<file path="config.mk">
export PLATFORM = sky130hd
export DESIGN_NAME = spy_path_delay_ctrl
export DESIGN_NICKNAME = d
export VERILOG_FILES = /design/src/rtl/spy_path_delay_ctrl_pkg.sv /design/src/rtl/spy_sync2.sv /design/src/rtl/spy_path_delay_ctrl.sv
export SDC_FILE = /design/constraint.sdc
export NUM_CORES = 1
export LEC_CHECK = 0
export BUFFER_PORTS_ARGS = -buffer_cell sky130_fd_sc_hd__buf_2
export CORE_MARGIN = 1.5
export CORE_UTILIZATION = 52
export CTS_CLUSTER_DIAMETER = 30
export DETAILED_ROUTE_END_ITERATION = 7
export PLACE_DENSITY_LB_ADDON = 0.12
export RECOVER_POWER = 50
export SYNTH_ARGS = -nofsm -noshare
export SYNTH_HDL_FRONTEND = slang
export SYNTH_SLANG_ARGS = --single-unit
export TNS_END_PERCENT = 50
</file>
<file path="constraint.sdc">
create_clock -name clk -period 4.4 [get_ports clk]
set_clock_uncertainty 0.1 [all_clocks]
set_input_delay 0.88 -clock clk [delete_from_list [all_inputs] [get_ports clk]]
set_output_delay 0.88 -clock clk [all_outputs]
set_load 0.01 [all_outputs]
</file>
<file path="src/rtl/spy_path_delay_ctrl_pkg.sv">
`default_nettype none
// ============================================================================
//  Module   : spy_pkg
//  Brief    : Shared state encoding and default widths for the spy delay path
//             sequencer.
//  Revision : 1.0  initial release
// ============================================================================
package spy_pkg;

    localparam int c_CNT_W_DEF    = 16;
    localparam int c_TRIALS_W_DEF = 8;
    localparam int c_SETTLE_W_DEF = 8;

    localparam logic [1:0] c_ST_IDLE   = 2'd0;
    localparam logic [1:0] c_ST_SETTLE = 2'd1;
    localparam logic [1:0] c_ST_WAIT   = 2'd2;
    localparam logic [1:0] c_ST_FINISH = 2'd3;

endpackage
`default_nettype wire

</file>
<file path="src/rtl/spy_sync2.sv">
`default_nettype none
// ============================================================================
//  Module   : spy_sync2
//  Brief    : Two-flop synchroniser for the asynchronous path-under-test output.
//  Revision : 1.0  initial release
// ============================================================================
module spy_sync2 (
    input  logic clk,
    input  logic rst,
    input  logic d,
    output logic q
);

    logic r_meta;
    logic r_q;

    always_ff @(posedge clk) begin
        if (rst) begin
            r_meta <= 1'b0;
            r_q    <= 1'b0;
        end else begin
            r_meta <= d;
            r_q    <= r_meta;
        end
    end

    assign q = r_q;

endmodule
`default_nettype wire

</file>
<file path="src/rtl/spy_path_delay_ctrl.sv">
`default_nettype none
// ============================================================================
//  Module   : spy_path_delay_ctrl
//  Brief    : Launches transitions into a delay path under test, times their
//             synchronised arrival and accumulates latency statistics.
//  Revision : 1.0  initial release
// ============================================================================
module spy_path_delay_ctrl
    import spy_pkg::*;
#(
    parameter int CNT_W    = c_CNT_W_DEF,
    parameter int TRIALS_W = c_TRIALS_W_DEF,
    parameter int SETTLE_W = c_SETTLE_W_DEF
) (
    input  logic                      clk,
    input  logic                      rst,
    input  logic                      start,
    input  logic [TRIALS_W-1:0]       num_trials,
    input  logic [CNT_W-1:0]          timeout,
    input  logic [SETTLE_W-1:0]       settle,
    output logic                      path_in,
    input  logic                      path_out,
    output logic                      busy,
    output logic                      done,
    output logic [CNT_W-1:0]          min_lat,
    output logic [CNT_W-1:0]          max_lat,
    output logic [CNT_W+TRIALS_W-1:0] sum_lat,
    output logic [TRIALS_W-1:0]       fail_cnt,
    output logic                      pol_flip
);

    localparam int c_SUM_W = CNT_W + TRIALS_W;

    logic [1:0]          r_state;
    logic [TRIALS_W-1:0] r_trials;
    logic [TRIALS_W-1:0] r_trial;
    logic [CNT_W-1:0]    r_timeout;
    logic [SETTLE_W-1:0] r_settle;
    logic [SETTLE_W-1:0] r_scnt;
    logic [CNT_W-1:0]    r_lat;
    logic                r_ref;
    logic                r_path_in;
    logic                r_busy;
    logic                r_done;
    logic [CNT_W-1:0]    r_min;
    logic [CNT_W-1:0]    r_max;
    logic [c_SUM_W-1:0]  r_sum;
    logic [TRIALS_W-1:0] r_fail;
    logic                r_pol_flip;
    logic                r_pol_ref;
    logic                r_pol_ref_vld;
    logic                r_pol_pend;

    logic                w_sync;
    logic                w_settle_end;
    logic                w_arrived;
    logic [TRIALS_W-1:0] w_trial_nxt;
    logic                w_more;
    logic                w_pol;

    spy_sync2 u_sync (
        .clk (clk),
        .rst (rst),
        .d   (path_out),
        .q   (w_sync)
    );

    assign w_settle_end = (r_settle == '0) || (r_scnt == r_settle - SETTLE_W'(1));
    assign w_arrived    = (w_sync != r_ref);
    assign w_trial_nxt  = r_trial + TRIALS_W'(1);
    assign w_more       = (w_trial_nxt < r_trials);
    assign w_pol        = w_sync ^ r_path_in;

    always_ff @(posedge clk) begin
        if (rst) begin
            r_state       <= c_ST_IDLE;
            r_trials      <= '0;
            r_trial       <= '0;
            r_timeout     <= '0;
            r_settle      <= '0;
            r_scnt        <= '0;
            r_lat         <= '0;
            r_ref         <= 1'b0;
            r_path_in     <= 1'b0;
            r_busy        <= 1'b0;
            r_done        <= 1'b0;
            r_min         <= '0;
            r_max         <= '0;
            r_sum         <= '0;
            r_fail        <= '0;
            r_pol_flip    <= 1'b0;
            r_pol_ref     <= 1'b0;
            r_pol_ref_vld <= 1'b0;
            r_pol_pend    <= 1'b0;
        end else begin
            r_done <= 1'b0;
            case (r_state)
                c_ST_IDLE: begin
                    if (start) begin
                        r_trials      <= num_trials;
                        r_timeout     <= timeout;
                        r_settle      <= settle;
                        r_trial       <= '0;
                        r_scnt        <= '0;
                        r_min         <= '1;
                        r_max         <= '0;
                        r_sum         <= '0;
                        r_fail        <= '0;
                        r_pol_flip    <= 1'b0;
                        r_pol_ref_vld <= 1'b0;
                        r_pol_pend    <= 1'b0;
                        r_busy        <= 1'b1;
                        r_state       <= (num_trials == '0) ? c_ST_FINISH : c_ST_SETTLE;
                    end
                end
                c_ST_SETTLE: begin
                    if (w_settle_end) begin
                        r_ref     <= w_sync;
                        r_path_in <= ~r_path_in;
                        r_lat     <= CNT_W'(1);
                        r_state   <= c_ST_WAIT;
                        // Polarity of the previous successful trial is judged on the settled level, before launch
                        if (r_pol_pend) begin
                            r_pol_pend <= 1'b0;
                            if (!r_pol_ref_vld) begin
                                r_pol_ref     <= w_pol;
                                r_pol_ref_vld <= 1'b1;
                            end else if (w_pol != r_pol_ref) begin
                                r_pol_flip <= 1'b1;
                            end
                        end
                    end else begin
                        r_scnt <= r_scnt + SETTLE_W'(1);
                    end
                end
                c_ST_WAIT: begin
                    if (w_arrived || (r_lat == r_timeout)) begin
                        if (w_arrived) begin
                            if (r_lat < r_min) r_min <= r_lat;
                            if (r_lat > r_max) r_max <= r_lat;
                            r_sum      <= r_sum + c_SUM_W'(r_lat);
                            r_pol_pend <= 1'b1;
                        end else begin
                            r_fail <= r_fail + TRIALS_W'(1);
                        end
                        r_trial <= w_trial_nxt;
                        r_scnt  <= '0;
                        r_state <= w_more ? c_ST_SETTLE : c_ST_FINISH;
                    end else begin
                        r_lat <= r_lat + CNT_W'(1);
                    end
                end
                c_ST_FINISH: begin
                    r_done  <= 1'b1;
                    r_busy  <= 1'b0;
                    r_state <= c_ST_IDLE;
                end
                default: r_state <= c_ST_IDLE;
            endcase
        end
    end

    assign path_in  = r_path_in;
    assign busy     = r_busy;
    assign done     = r_done;
    assign min_lat  = r_min;
    assign max_lat  = r_max;
    assign sum_lat  = r_sum;
    assign fail_cnt = r_fail;
    assign pol_flip = r_pol_flip;

endmodule
`default_nettype wire

</file>
==> results.md <==
- Post-DP HPWL: 15000 um
- Inserted Clock Buffers: 17
- Crit path largest cell delay: 0.68 ns
- Hold Slack: 0.348 ns
- Effective utilization at floorplan: 53.8%
- Wire length of the first global-routing pass: 36200 um
- Required time reported for the critical path endpoint: 4.49 ns
- Final Wtd Congestion: 0.887
- Register-to-Register Setup Slack: 1.20 ns
- Die area: 16600 um^2
- R2R Path Start: r_lat[13]$_SDFFE_PP0P_
- Slowest cell on the critical path: sky130_fd_sc_hd__dfxtp_1
- Vias: 7693
- Number of buffer and inverter instances along the worst setup path: 0
- End-of-flow core utilization: 61.4%
- Final Net Count: 1198
- Total routing usage reported by global routing: 27.2%
- Number of post-CTS setup repair buffers: 0
- Critical path endpoint: min_lat[7]$_SDFFE_PP0P_
- Total Routed Length: 21600 um
- Depth of the worst register-to-register path: 6
- Part of the Yosys area used for sequential elements: 34.0%
- Min-delay src: u_sync.r_meta$_SDFF_PP0_
- Footprint of the multi-input gates: 4950 um^2
- Via count of the first global-routing pass: 7208
- Async set-or-reset flop fraction in the synthesized netlist: 0%
- Worst endpoint data arrival time: 3.29 ns
- Count of instances resized after the clock tree is built: 0
- Yosys reg bits: 140
- Maximum number of pins on one net before global-route repair: 73
- Static Leak: 3.63 nW
- CTS HTree Levels: 4
- Count of synthesis-stage warnings from yosys: 0
- Worst r2r dst: min_lat[7]$_SDFFE_PP0P_
- Number of antenna-violating nets in the routed design: 0
- Antenna Diode Count: 0
- DRC marker count from the first detailed-route iteration: 581
- CTS max path bufs: 2
- Synthesis-to-finish area growth: 14.3%
- Clock root buffer: sky130_fd_sc_hd__clkbuf_16
- Cells along the critical path: ha_1, nand4_1, or3_1, a31oi_2, or4_1, a311oi_1
- Failing checks: capacitance limit, slew limit
- Standard cell core area: 15300 um^2
- Top Family by Delay on Critical Path: simple AND/OR/NAND/NOR gates
- TritonCTS clock tree: built
- Kind of end point of the critical path: register
- Final Max Tran Viols: 44
- Final-report setup violation count: 0
- Via count normalized by instance count: 5.81
- Outcome: finished with violations
- Levels on crit path: 6
- Vert. Die Dim: 129 um
- Total power density per cell area: 403 nW/um^2
- Min-Delay Path Class: reg2reg
- Synth Net Count: 1121
- Post-Syn Area per Cell: 8.04 um^2
- Row cnt: 45
- CTS Hold Buffers Added: 0
- Number of antenna violations at the first check in global routing: 0
- Setup Crit Path Kind: reg2reg
- Worst max-slew margin expressed relative to the limit: -37.4%
- Worst-path clk slew: 0.06 ns
- Layout filler cell count: 1470
- Total power of the final layout: 3.79 mW
- Clock latency at the later pin of the worst-skew pair: 0.42 ns
- Layout cells sized above 1: 9.69%
- Initial DRT Pass Iterations: 5
- Setup TNS: 0 ns
- Most used flip-flop cell after synthesis: sky130_fd_sc_hd__dfxtp_1
- Ports placed on the boundary: 104
- Final setup margin: 1.20 ns
- Share of the clock period used by the worst path after layout: 72.7%
- Total clock sinks: 140
- Maximum fanout along the worst path: 17
- Number of synthesized flops with an enable pin: 0
- Detailed-route wire length per cell: 16.3 um
- # port buffers: 103
- Worst Setup Start Kind: register
- Synth cell types: 73
- Aggregate global routing overflow: 0
- Unrepaired setup endpoints after global routing: false
- Mapped Area: 8230 um^2
- Final Hold Viols: 0
- Largest voltage drop on the vdd net: 0.250 mV
- Gate count of the mapped netlist: 1024
- Storage cell area: 2800 um^2
- Minimum clock period after layout: 3.20 ns
- Achievable Freq: 0.313 GHz
- Die X-Extent: 129 um
- Worst slew pin tran: 2.06 ns
- Setup Slack @ Placement: 1.21 ns
- DRC violations left: 0
- Critical Path Source: r_lat[13]$_SDFFE_PP0P_
- Maximum capacitance violations: 1
## cells by family (layout without fill, tap and decap cells)
| family | count (synthesis) | after routing | share of synthesized area (%) |
|---|---|---|---|
| and+or+nand+nor | 399 | 399 | 25.0 |
| AOI/OAI and AO/OA | 247 | 247 | 19.4 |
| DFF | 140 | 140 | 34.0 |
| buffers and inverters | 118 | 208 | 5.81 |
| adders and majority gates | 61 | 61 | 9.36 |
| xor gates and xnor gates | 50 | 50 | 5.32 |
| muxes | 9 | 9 | 1.09 |
## how the worst min path moves through the flow
stage | endpoint | slack (ns) | cells past startpoint
finish | u_sync.q$_SDFF_PP0_ | 0.35 | 1
detailed placement | u_sync.q$_SDFF_PP0_ | 0.34 | 1
CTS | u_sync.q$_SDFF_PP0_ | 0.35 | 1
floorplan | u_sync.q$_SDFF_PP0_ | 0.31 | 1
global route | u_sync.q$_SDFF_PP0_ | 0.38 | 1
global placement | u_sync.q$_SDFF_PP0_ | 0.33 | 1
## where the power goes
part,total (mW),switching (mW),internal [mW]
combinational,0.838,0.560,0.278
sequential,1.46,0.0920,1.37
clock,1.50,0.557,0.941
## cells in the final DEF, fill, tap and decap left out, types with 10 or more instances in the layout
cell,n
sky130_fd_sc_hd__buf_2,35
sky130_fd_sc_hd__dfxtp_1,140
sky130_fd_sc_hd__buf_4,16
sky130_fd_sc_hd__or3_1,17
sky130_fd_sc_hd__clkbuf_16,17
sky130_fd_sc_hd__a311oi_1,17
sky130_fd_sc_hd__o21ai_1,10
sky130_fd_sc_hd__inv_1,54
sky130_fd_sc_hd__nand2b_1,11
sky130_fd_sc_hd__nor4_1,13
sky130_fd_sc_hd__ha_1,60
sky130_fd_sc_hd__clkbuf_1,68
sky130_fd_sc_hd__xnor2_1,30
sky130_fd_sc_hd__and3_1,12
sky130_fd_sc_hd__nor2_1,55
sky130_fd_sc_hd__nor3_1,38
sky130_fd_sc_hd__xor2_1,20
sky130_fd_sc_hd__nand3_1,29
sky130_fd_sc_hd__or4_1,20
sky130_fd_sc_hd__o21ai_0,41
sky130_fd_sc_hd__nand4_1,35
sky130_fd_sc_hd__nand2_1,127
sky130_fd_sc_hd__a21oi_1,96
## worst register-to-register path, delay by kind of cell, from the launching register on
| kind | cells | cell delay, ns |
|---|---|---|
| AO/OA/AOI/OAI | 2 | 0.83 |
| adder cells (fa/ha/maj) | 1 | 0.27 |
| AND/OR/NAND/NOR | 3 | 1.08 |
| flip-flops | 1 | 0.68 |
## synth_stat cells, types with 5 or more instances
master                     instances  share of area (%)
sky130_fd_sc_hd__dfxtp_1         140                 34
sky130_fd_sc_hd__nand2_1         127                5.8
sky130_fd_sc_hd__a21oi_1          96                5.8
sky130_fd_sc_hd__ha_1             60                9.1
sky130_fd_sc_hd__nor2_1           55                2.5
sky130_fd_sc_hd__inv_1            54                2.5
sky130_fd_sc_hd__clkbuf_1         48                2.2
sky130_fd_sc_hd__o21ai_0          41                2.5
sky130_fd_sc_hd__nor3_1           38                2.3
sky130_fd_sc_hd__nand4_1          35                2.7
sky130_fd_sc_hd__xnor2_1          30                3.2
sky130_fd_sc_hd__nand3_1          29                1.8
sky130_fd_sc_hd__or4_1            20                1.8
sky130_fd_sc_hd__xor2_1           20                2.1
sky130_fd_sc_hd__a311oi_1         17                1.8
sky130_fd_sc_hd__or3_1            17                1.3
sky130_fd_sc_hd__nor4_1           13               0.99
sky130_fd_sc_hd__and3_1           12               0.91
sky130_fd_sc_hd__nand2b_1         11               0.84
sky130_fd_sc_hd__o21ai_1          10               0.61
sky130_fd_sc_hd__mux2i_1           9                1.1
sky130_fd_sc_hd__nor2b_1           9               0.68
sky130_fd_sc_hd__o21a_1            9               0.82
sky130_fd_sc_hd__nand3b_1          8               0.73
sky130_fd_sc_hd__a211oi_1          7               0.64
sky130_fd_sc_hd__a21boi_1          7               0.64
sky130_fd_sc_hd__a31oi_1           7               0.53
sky130_fd_sc_hd__buf_2             7               0.43
sky130_fd_sc_hd__a21o_1            5               0.46
sky130_fd_sc_hd__and2_1            5               0.38
sky130_fd_sc_hd__o31ai_1           5               0.46
## final cells by class
class,instances,area share [%]
Clock buffer,24,5.54
Clock inverter,8,1.10
Inverter,56,2.23
Multi-Input combinational cell,766,52.6
Sequential cell,140,29.8
Tap cell,211,2.81
Timing Repair Buffer,120,5.90
## per-stage QoR
step | instances | cell area [um^2]
after global routing | 1325 | 9410
after detailed placement | 1293 | 8870
after global placement | 1293 | 8870
after floorplan | 1024 | 8230
final | 1325 | 9410
after CTS | 1325 | 9500
## metal layers
| metal | track usage [%] | vias up | share of wire (%) | wire length [um] |
|---|---|---|---|---|
| met1 | 38.3 | 3561 | 49 | 10500 |
| met5 | 0 | - | 0 | 0 |
| li1 | - | 3858 | - | - |
| met2 | 43.0 | 241 | 44 | 9540 |
| met3 | 4.49 | 33 | 5.7 | 1240 |
| met4 | 7.73 | 0 | 1.6 | 346 |
## registers in the layout, summed over array words and instances, names as in the netlist
register and cells:
r_state 2, r_trials 8, r_timeout 16, r_lat 16, path_in 1, min_lat 16, u_sync.q 1, u_sync.r_meta 1
sum_lat 24, r_ref 1, done 1, max_lat 16, r_pol_ref 1, r_pol_ref_vld 1, fail_cnt 8, r_pol_pend 1
r_settle 8, r_scnt 8, r_trial 8, busy 1, pol_flip 1
(Power assumes the default switching activity.)
